### src/rtl/ps2_pkg.sv
// ps2_pkg: constants shared by the PS/2 keyboard receiver.
//   FRAME_LEN  - bits per PS/2 frame (start, 8 data, parity, stop)
//   BREAK_CODE - scan-code prefix a keyboard sends on key release
package ps2_pkg;

  localparam int         FRAME_LEN  = 11;
  localparam logic [7:0] BREAK_CODE = 8'hF0;

  // Odd parity holds when the data bits plus the parity bit contain an odd number of ones.
  function automatic logic odd_parity_ok(input logic [8:0] bits);
    return ^bits;
  endfunction

endpackage

### src/rtl/ps2_rx_fifo.sv
// ps2_rx_fifo: receive byte buffer for the PS/2 keyboard.
//   clk, clrn     - clock, async active-low reset (pointers only; storage unreset)
//   push, wdata   - write request and byte; ignored when full unless a pop frees a slot
//   pop           - read request; ignored when empty
//   rdata         - entry at the read pointer (combinational)
//   empty, full   - occupancy flags from extended-pointer compare
module ps2_rx_fifo #(
  parameter int DEPTH = 8
) (
  input  logic       clk,
  input  logic       clrn,
  input  logic       push,
  input  logic       pop,
  input  logic [7:0] wdata,
  output logic [7:0] rdata,
  output logic       empty,
  output logic       full
);

  localparam int AW = $clog2(DEPTH);

  logic [7:0]  mem [DEPTH];
  logic [AW:0] wr_ptr, rd_ptr;
  logic        do_push, do_pop;

  assign empty   = (wr_ptr == rd_ptr);
  assign full    = (wr_ptr[AW] != rd_ptr[AW]) && (wr_ptr[AW-1:0] == rd_ptr[AW-1:0]);
  assign do_pop  = pop & ~empty;
  // A pop in the same cycle frees the slot the write lands in, so full+pop still accepts.
  assign do_push = push & (~full | do_pop);
  assign rdata   = mem[rd_ptr[AW-1:0]];

  always_ff @(posedge clk or negedge clrn) begin
    if (!clrn) begin
      wr_ptr <= '0;
      rd_ptr <= '0;
    end else begin
      if (do_push) wr_ptr <= wr_ptr + 1'b1;
      if (do_pop)  rd_ptr <= rd_ptr + 1'b1;
    end
  end

  always_ff @(posedge clk) begin
    if (do_push) mem[wr_ptr[AW-1:0]] <= wdata;
  end

endmodule

### src/rtl/ps2_keyboard.sv
// ps2_keyboard: PS/2 keyboard receiver with a scan-code FIFO.
//   clk, clrn   - system clock, async active-low reset
//   ps2_clk     - keyboard clock (async), synchronized and falling-edge detected
//   ps2_data    - keyboard serial data, sampled on each detected falling edge
//   nextdata_n  - active-low pop request, honoured only while ready=1
//   data        - oldest unread byte (valid while ready=1)
//   ready       - buffer non-empty
//   overflow    - sticky: an accepted byte was dropped because the buffer was full
// Build option: define PS2_PARITY_CHECK_EN to reject frames failing odd parity.
module ps2_keyboard
  import ps2_pkg::*;
#(
  parameter int FIFO_DEPTH = 8
) (
  input  logic       clk,
  input  logic       clrn,
  input  logic       ps2_clk,
  input  logic       ps2_data,
  input  logic       nextdata_n,
  output logic [7:0] data,
  output logic       ready,
  output logic       overflow
);

`ifdef PS2_PARITY_CHECK_EN
  localparam logic CHECK_PARITY = 1'b1;
`else
  localparam logic CHECK_PARITY = 1'b0;
`endif

  localparam logic [3:0] LAST_BIT = 4'(FRAME_LEN - 1);

  logic [2:0]           ps2_clk_sync;
  logic                 fall;
  logic [3:0]           bit_cnt;
  logic [FRAME_LEN-1:0] frame;       // bit 0 = start, [8:1] = data, 9 = parity, 10 = stop
  logic                 frame_done;  // full frame captured last cycle
  logic                 parity_ok;
  logic                 frame_ok;
  logic                 empty, full;

  assign fall = ps2_clk_sync[2] & ~ps2_clk_sync[1];

  // Frame bits shift in from the top so the first (start) bit ends up at bit 0.
  always_ff @(posedge clk or negedge clrn) begin
    if (!clrn) begin
      ps2_clk_sync <= 3'b111;
      bit_cnt      <= '0;
      frame        <= '0;
      frame_done   <= 1'b0;
    end else begin
      ps2_clk_sync <= {ps2_clk_sync[1:0], ps2_clk};
      frame_done   <= 1'b0;
      if (fall) begin
        frame <= {ps2_data, frame[FRAME_LEN-1:1]};
        if (bit_cnt == LAST_BIT) begin
          bit_cnt    <= '0;
          frame_done <= 1'b1;
        end else begin
          bit_cnt <= bit_cnt + 1'b1;
        end
      end
    end
  end

  assign parity_ok = ~CHECK_PARITY | odd_parity_ok(frame[9:1]);
  assign frame_ok  = frame_done & ~frame[0] & frame[10] & parity_ok;

  ps2_rx_fifo #(.DEPTH(FIFO_DEPTH)) u_fifo (
    .clk   (clk),
    .clrn  (clrn),
    .push  (frame_ok),
    .pop   (~nextdata_n),
    .wdata (frame[8:1]),
    .rdata (data),
    .empty (empty),
    .full  (full)
  );

  assign ready = ~empty;

  // full implies non-empty, so a low nextdata_n is a real pop that makes room.
  always_ff @(posedge clk or negedge clrn) begin
    if (!clrn)                            overflow <= 1'b0;
    else if (frame_ok && full && nextdata_n) overflow <= 1'b1;
  end

endmodule

### config.mk
export PLATFORM = sky130hd
export DESIGN_NAME = ps2_keyboard
export DESIGN_NICKNAME = d
export VERILOG_FILES = /design/src/rtl/ps2_pkg.sv /design/src/rtl/ps2_rx_fifo.sv /design/src/rtl/ps2_keyboard.sv
export SDC_FILE = /design/constraint.sdc
export NUM_CORES = 1
export LEC_CHECK = 0
export ABC_AREA = 1
export CAP_MARGIN = 40
export CORE_MARGIN = 8
export CORE_UTILIZATION = 30
export DETAILED_ROUTE_END_ITERATION = 8
export PLACE_DENSITY = 0.48
export SETUP_SLACK_MARGIN = 0.5
export SLEW_MARGIN = 40
export SYNTH_ARGS = -nofsm -noshare
export SYNTH_HDL_FRONTEND = slang
export SYNTH_SLANG_ARGS = --single-unit
### constraint.sdc
create_clock -name clk -period 2 [get_ports clk]
set_clock_uncertainty 0.15 [all_clocks]
set_input_delay 0.3 -clock clk [delete_from_list [all_inputs] [get_ports clk]]
set_output_delay 0.3 -clock clk [all_outputs]
set_load 0.02 [all_outputs]
Word-level counts from Yosys, hierarchy flattened
Memory sizes are Yosys's and may differ from the RTL's.
Cells that the tools add are included.
Storage, ports and cells
  logic and storage cells: 34
  output and inout port bits: 10
  memory bits (read-only): 0
  latch bits: 0
  memories: 1
  register bits after elaboration: 28
  bits in writable memories: 64
Operators by class
  eq/ne operators: 4
  divide/modulo/power cells: 0
  order comparisons: 0
  bitwise operators: 11
  multiplexer cells: 5
  $mul: 0
  reduce and logical (&&, ||, !) cells: 3
  shift-type cells: 0
  $add $sub $neg: 3
Memory list
  u_fifo.mem: words 8, width 8, read ports 1, clocked after Yosys merged registers in 0, wr ports 1, RTL line ps2_rx_fifo.sv:22  | logic [7:0] mem [DEPTH];
Operators with widths (count)
  $add 4x1->4 const B: 3
  $and 1x1->1: 5
  $not 1->1: 5
  $eq 4x4->1: 1
  $eq 4x4->1 const B: 1
  $mux 1: 4
  $mux 4: 1
  $eq 3x3->1: 1
  $logic_and 1x1->1: 3
  $ne 1x1->1: 1
  $or 1x1->1: 1

Depth between registers and ports, before layout
Gate-level depths: netlist of run 1.
  depth in word-level cells: 7
  mapped depth: 9
  depth with buffers taken out: 8

By module
From an unflattened synthesis of run 1, not the netlist that was laid out.
Unflattened totals
  cells, all modules: 346
  area, all modules: 3842.4 um^2
Modules (own cells, without submodules)
  ps2_rx_fifo: seq. area each 2122.0 um^2, area an instance 3027.9 um^2, instances 1, cells an instance 261
  ps2_keyboard: seq. area each 504.2 um^2, area an instance 814.5 um^2, instances 1, cells an instance 85

Worst setup path after synthesis of run 1
No wires, ideal clock.
  path type: flip-flop to flip-flop
  start point: register u_fifo.rd_ptr[0]
  end point: memory u_fifo.mem[2][0], enable pin
  path slack: 0.056 ns
  clock period less this slack: 1.944 ns
  arrival time: 1.424 ns
  setup time: 0.371 ns
  cell stages (with the launch flop): 9
  buffers on the path: 1
  path through: dfrtp_1 buf_4 inv_2 nand2_1 nand2_2 nor2_8 nand4_4 nand3_1 nor2_1
On the way
  cells in the longest elaborated chain, start to end: 7
  elaborated cells on any way between the ends: 10
RTL lines
  from (decl): RTL line ps2_rx_fifo.sv:23  | logic [AW:0] wr_ptr, rd_ptr;
  from (signal assigned): RTL line ps2_rx_fifo.sv:39  | if (do_pop) rd_ptr <= rd_ptr + 1'b1;
  $eq 4x4->1 or $eq 3x3->1 (tied branches): RTL line ps2_rx_fifo.sv:26, ps2_rx_fifo.sv:27
  $not 1->1 or $logic_and 1x1->1 (tied branches): RTL line ps2_rx_fifo.sv:28, ps2_rx_fifo.sv:27
  $and 1x1->1 or $not 1->1 (tied branches): RTL line ps2_rx_fifo.sv:28, ps2_rx_fifo.sv:30
  $or 1x1->1 *: RTL line ps2_rx_fifo.sv:30  | assign do_push = push & (~full | do_pop);
  $and 1x1->1 *: RTL line ps2_rx_fifo.sv:30
  $mux 1 *: RTL line ps2_rx_fifo.sv:44  | if (do_push) mem[wr_ptr[AW-1:0]] <= wdata;
  $mux 1 (not written as such) *: RTL line ps2_rx_fifo.sv:44
  to (decl): RTL line ps2_rx_fifo.sv:22
Mark *: on every way between the ends. The rest lies on a longest branch, timed or not.

Final worst setup path of run 1
  start point: register u_fifo.rd_ptr[0]
  end point: memory u_fifo.mem[6][6], enable pin
The elaborated chain is that of the path after synthesis.

==> results of run 1 <==
-- synth_stat cells, drive strengths merged, types with 2 or more instances --
| cell type | number | area (µm²) |
|---|---|---|
| nand2 | 83 | 336.6 |
| nor2 | 50 | 204.0 |
| dfstp | 3 | 78.83 |
| inv | 14 | 52.55 |
| o21ai | 36 | 183.9 |
| nand4 | 2 | 27.53 |
| xor2 | 2 | 25.03 |
| edfxtp | 64 | 1922 |
| ha | 2 | 25.02 |
| a21oi | 2 | 10.01 |
| nor3 | 2 | 10.01 |
| o22ai | 16 | 100.1 |
| nand3 | 14 | 75.07 |
| xnor2 | 4 | 42.55 |
| dfrtp | 25 | 625.6 |
| clkbuf | 5 | 22.52 |
| buf | 10 | 57.55 |
-- area by class of cell --
class / count / share of cell area
Inverter: 14 / 0.01129
Clock buffer: 12 / 0.05031
Timing Repair inverter: 1 / 0.0007362
Tap cell: 172 / 0.04221
Timing Repair Buffer: 58 / 0.1276
Sequential cell: 92 / 0.5153
Clock inverter: 4 / 0.006380
Multi-Input combinational cell: 215 / 0.2461
-- through the flow --
step | total power, W | area [µm²]
finish | 0.006742 | 5099
global route | 0.007131 | 5099
CTS | 0.006664 | 5027
detailed placement | 0.004646 | 4537
global placement | 0.004635 | 4537
floorplan | 0.003732 | 3909
-- where the power goes --
part / internal, W / switching (W) / total, W
clock network: 0.000917 / 0.000710 / 0.00163
registers: 0.00224 / 0.000190 / 0.00243
logic: 0.00124 / 0.00145 / 0.00269
total: 0.00440 / 0.00235 / 0.00674
-- sequential cells by signal, indices dropped and copies added, names as in the netlist --
| signal | flops |
|---|---|
| u_fifo.mem | 64 |
| frame | 11 |
| bit_cnt | 4 |
| u_fifo.rd_ptr | 4 |
| u_fifo.wr_ptr | 4 |
| ps2_clk_sync | 3 |
| frame_done | 1 |
| overflow | 1 |
-- kinds of logic after synthesis --
| kind of cell | synth area share |
|---|---|
| xor+xnor | 0.01772 |
| simple gates | 0.1713 |
| buf+inv | 0.03478 |
| fa+ha+maj | 0.006561 |
| flops | 0.6886 |
| compound gates | 0.08104 |
-- how the worst min path moves through the flow --
stage	from	endpoint	slack, ns	depth (start not counted)
6_report	clrn	u_fifo.rd_ptr[3]	0.19	2
5_1_grt	ps2_clk_sync[0]	ps2_clk_sync[1]	0.21	0
4_1_cts	clrn	u_fifo.rd_ptr[3]	0.20	2
3_5_place_dp	ps2_clk_sync[0]	ps2_clk_sync[1]	0.20	0
3_3_place_gp	ps2_clk_sync[0]	ps2_clk_sync[1]	0.20	0
2_1_floorplan	clrn	bit_cnt[0]	-0.15	0
-- worst max-delay path, cell delays in order (launching register included) --
cell,delay [ns]
dfrtp_2,0.48
clkinv_4,0.11
buf_12,0.13
nand2_4,0.05
nand2_4,0.08
nor2_8,0.05
buf_12,0.12
nand4_4,0.13
nand3_4,0.15
nor2_4,0.27
-- layer usage --
metal  wire, µm  GRT usage
met1       4162     0.1449
met2       4121     0.1758
met3        293    0.03682
met4         73    0.02695
met5          0          0
-- what timing repair did --
item	CTS	global route
pin swaps	12	5
setup endpoints to repair	85	85
gates resized for setup	95	32
hold buffers	0	0
gates cloned	2	0
setup buffers	8	2
==> summary.txt, run 1 <==
STA
  • Worst hold margin: 0.1884 ns
  • Setup ws final: -0.03557 ns
  • Final hold vios: 0
  • Setup TNS: -0.7611 ns
  • F_max: 491.3 MHz
  • Tmin final: 2.036 ns
  • Final Setup Violations: 46
  • Tightest Pin Transition: 0.3703 ns
  • Fin crit share: 1.018
  • Max-slew violations: 0
  • Worst rel slew slack: 0.7531
  • RSZ-0062 raised after global routing: true

Logic synthesis
  • Post-synthesis cell area: 3814 µm²
  • Synth Warn #: 0
  • Fraction of registers with async set/reset: 0.3043
  • Mapped Nets: 343
  • Synthesized flop and latch total: 92
  • Dominant synthesized flop cell: edfxtp_1
  • Synthesized instance count: 336
  • Seq/Total Area, Yosys: 0.6886
  • Post-synth EDFFs: 64
  • Count of cell types in the netlist: 30
  • Mean area per synthesized cell: 11.35 µm²

Cells and area
  • Final instance count without filler cells: 568
  • Most frequent cells in the layout: nand2_1 (68), edfxtp_1 (64), nor2_1 (36)
  • Multi-input logic area: 1255 µm²
  • Filler cells: 1234
  • Utilization after layout: 0.4073
  • Area grow syn2layout: 33.69%
  • Reg area: 2628 µm²
  • Final net count: 398
  • Diode count: 0
  • Layout cells sized above 1: 0.3056
  • Most common cell after layout, fill and taps aside: nand2_1

Clock tree
  • Worst skew pair latency: 0.34 ns
  • CTS root buf: clkbuf_16
  • CTS tree: done
  • CTS Buf Count: 9
  • CTS H-tree depth: 3
  • CTS Buffer Depth: 2
  • Clock sinks: 92
  • Clk slew on worst S/H paths: 0.06 ns

Outcome
  • Failing checks: setup timing
  • Status: complete, but fails checks

Worst setup path
  • Critical Path Source: u_fifo.rd_ptr[0]
  • R2R Path Start: u_fifo.rd_ptr[0]
  • Critical Path End: u_fifo.mem[6][6]
  • Worst reg2reg endpoint: u_fifo.mem[6][6]
  • Worst setup SP type: register
  • WP data arrival: 1.90 ns
  • R2r setup slk: -0.04 ns
  • Kind of critical path: reg -> reg
  • Setup crit end kind: register
  • Reg2reg path depth: 9
  • Critical path peak fanout: 8
  • WP data required: 1.87 ns

Drt
  • WL final: 8651 µm
  • TritonRoute pass-1 iters: 4
  • ANT nets after route: 0
  • Total number of vias: 2568
  • DRC Markers: 0
  • Post-DR vias/cell: 4.521
  • Drt wl/cell: 15.23 µm
  • DRT iter0 DRCs: 173

GRT
  • Vias in the first global route: 2592
  • Total track usage: 0.1115
  • Initial antenna violation count: 0
  • First-pass GRT wire length: 13990 µm
  • Gr ovfl total: 0
  • Largest net degree at the start of global routing: 29

Placed design
  • Port Buffer Count: 14
  • RD Place Congestion: 0.7861
  • Pre-CTS WS: -0.1769 ns
  • Dpl hpwl: 5636 µm
  • Cells after DPL: 540

Floorplan
  • Starting Density: 0.3047
  • Die Width: 128.8 µm
  • FP Rows: 41
  • DIE AREA: 16580 µm²
  • Die height: 128.8 µm
  • Ports: 15
  • Core Area: 12520 µm²

Hold path
  • Type of the most critical hold path: in -> async

Pwr
  • Pwr Density: 1322 nW/µm²
  • Max rail drop VDD: 0.0006994 V
  • Leakage: 1.964 nW

Run
  • Maxcap violations: 0
Power figures use the tool's default switching activity.
==> inputs of run 2 (changes only) <==
--- a/config.mk
+++ b/config.mk
@@ -10,7 +10,7 @@
 export CORE_MARGIN = 8
 export CORE_UTILIZATION = 30
 export DETAILED_ROUTE_END_ITERATION = 8
-export PLACE_DENSITY = 0.48
+export PLACE_DENSITY = 0.46
 export SETUP_SLACK_MARGIN = 0.5
 export SLEW_MARGIN = 40
 export SYNTH_ARGS = -nofsm -noshare
==> constraint.sdc (replaced) <==
create_clock -name clk -period 2.4 [get_ports clk]
set_clock_uncertainty 0.15 [all_clocks]
set_input_delay 0.36 -clock clk [delete_from_list [all_inputs] [get_ports clk]]
set_output_delay 0.36 -clock clk [all_outputs]
set_load 0.02 [all_outputs]
==> summary.txt, run 2 (synthesis results as in run 1) <==
Cells and area
  • Most frequent cells in the layout: nand2_1 (77), edfxtp_1 (64), nor2_1 (41)
  • Area grow syn2layout: 25.98%
  • Filler cells: 1251
  • Reg area: 2628 µm²
  • Final instance count without filler cells: 552
  • Layout cells sized above 1: 0.2368
  • Multi-input logic area: 1146 µm²
  • Max reg flops: 64
  • Utilization after layout: 0.3838
  • Final net count: 382
  • Diode count: 0
  • Most common cell after layout, fill and taps aside: nand2_1

STA
  • Tightest Pin Transition: 0.4281 ns
  • Final hold vios: 0
  • RSZ-0062 raised after global routing: true
  • Tmin final: 2.100 ns
  • Setup ws final: 0.3002 ns
  • Worst rel slew slack: 0.7143
  • Fin crit share: 0.8749
  • Max-slew violations: 0
  • Final Setup Violations: 0
  • F_max: 476.2 MHz
  • Setup TNS: 0 ns

Placed design
  • Pre-CTS WS: 0.1851 ns
  • Port Buffer Count: 14
  • RD Place Congestion: 0.7475
  • Dpl hpwl: 5082 µm
  • Cells after DPL: 526

Worst setup path
  • Reg2reg path depth: 9
  • Critical path peak fanout: 10
  • Crit path buf inv count: 3
  • Kind of critical path: reg -> out
  • Worst setup SP type: register
  • WP data arrival: 1.59 ns
  • CP cell instances: buf_6, clkbuf_16, o21ai_1, o22ai_1, nand2_1, nand2_1, buf_4
  • WP data required: 1.89 ns
  • Setup crit end kind: output pin
  • Critical Path Source: u_fifo.rd_ptr[0]
  • Max incr delay on CP: 0.44 ns
  • R2r setup slk: 0.50 ns
  • Worst reg2reg endpoint: u_fifo.mem[5][0]
  • Slowest CP cell: dfrtp_2
  • CP dominant cell by count: nand2_1
  • R2R Path Start: u_fifo.rd_ptr[0]
  • Critical Path End: data[6]
  • CP delay by family, top: buffers and inverters
  • Crit path depth: 7

Clock tree
  • Cts hold-fix bufs: 0
  • CTS root buf: clkbuf_16
  • CTS Buf Count: 9
  • CTS Buffer Depth: 2
  • CTS H-tree depth: 3
  • Clock sinks: 92
  • CTS tree: done
  • Worst skew pair latency: 0.33 ns
  • Clk slew on worst S/H paths: 0.06 ns

Floorplan
  • FP Rows: 41
  • Die Width: 128.8 µm
  • DIE AREA: 16580 µm²
  • Core Area: 12520 µm²
  • Ports: 15
  • Starting Density: 0.3047
  • Die height: 128.8 µm

Drt
  • Post-DR vias/cell: 4.467
  • DRC Markers: 0
  • WL final: 8118 µm
  • Top routing layer used: met4
  • DRT iter0 DRCs: 91
  • Drt wl/cell: 14.71 µm
  • Wire length on met2: 3739 µm
  • Total number of vias: 2466
  • WL met3: 199 µm
  • WL met1: 4023 µm
  • ANT nets after route: 0
  • TritonRoute pass-1 iters: 4

GRT
  • Initial antenna violation count: 0
  • Total track usage: 0.1028
  • First-pass GRT wire length: 12940 µm
  • Largest net degree at the start of global routing: 29
  • Vias in the first global route: 2428
  • Gr ovfl total: 0

Outcome
  • Status: finished, final reports clean

Pwr
  • Leakage: 1.860 nW
  • Pwr Density: 1122 nW/µm²
  • Max rail drop VDD: 0.0003066 V

Hold path
  • Type of the most critical hold path: reg -> reg

Run
  • Maxcap violations: 0
## run 2: cell count changes in the layout (fill, tap and decap cells not counted), sizes merged
cell	previous run	this run
buf	53	36
inv	15	14
clkinv	2	3
clkinvlp	2	1
clkdlybuf4s50	4	5
clkbuf	13	14
## run 2: how the worst min path moves through the flow
stage	from	to	slack, ns	depth (start not counted)
after detailed placement	ps2_clk_sync[0]	ps2_clk_sync[1]	0.20	0
after floorplan	clrn	bit_cnt[0]	-0.09	0
after CTS	ps2_clk_sync[0]	ps2_clk_sync[1]	0.21	0
after global placement	ps2_clk_sync[0]	ps2_clk_sync[1]	0.20	0
final	ps2_clk_sync[0]	ps2_clk_sync[1]	0.21	0
after global routing	ps2_clk_sync[0]	ps2_clk_sync[1]	0.21	0
## run 2: what timing repair did
action / in CTS / in global routing
hold endpoints to repair: 0 / 0
setup buffers: 3 / 3
setup endpoints to repair: 42 / 73
gates cloned: 1 / 3
pin swaps: 1 / 12
resized for setup: 80 / 29
## run 2: where the power goes
group | switching, W | internal, W
clock | 0.000590 | 0.000765
sequential | 0.000175 | 0.00187
combinational | 0.00111 | 0.000889
## run 2: metrics by stage
| stage | power, W | cell area [µm²] | hold slack, ns |
|---|---|---|---|
| after detailed placement | 0.003696 | 4244 | 0.1973 |
| after CTS | 0.005204 | 4646 | 0.2066 |
| final | 0.005391 | 4805 | 0.2058 |
| after global placement | 0.003685 | 4244 | 0.1975 |
| after floorplan | 0.003071 | 3814 | -0.08559 |
| after global routing | 0.005699 | 4805 | 0.2111 |
## run 2: final cells by class
| class | count | area share |
|---|---|---|
| inverters | 14 | 0.01250 |
| well taps | 172 | 0.04479 |
| clock inverters | 4 | 0.006510 |
| multi-input cells | 215 | 0.2385 |
| clock buffers | 12 | 0.05339 |
| repair buffers | 43 | 0.09740 |
| flip-flops and latches | 92 | 0.5469 |
## run 2: worst register-to-register path, delay by kind of cell, from the launching register on
family	cells	cell delay, ns
and+or+nand+nor	6	0.59
DFF	1	0.44
buffers and inverters	3	0.48
## run 2: layer usage
metal | vias up | global-route usage
met5 | - | 0
met4 | 0 | 0.05321
met3 | 9 | 0.02524
met2 | 22 | 0.1586
met1 | 1202 | 0.1314
li1 | 1233 | -
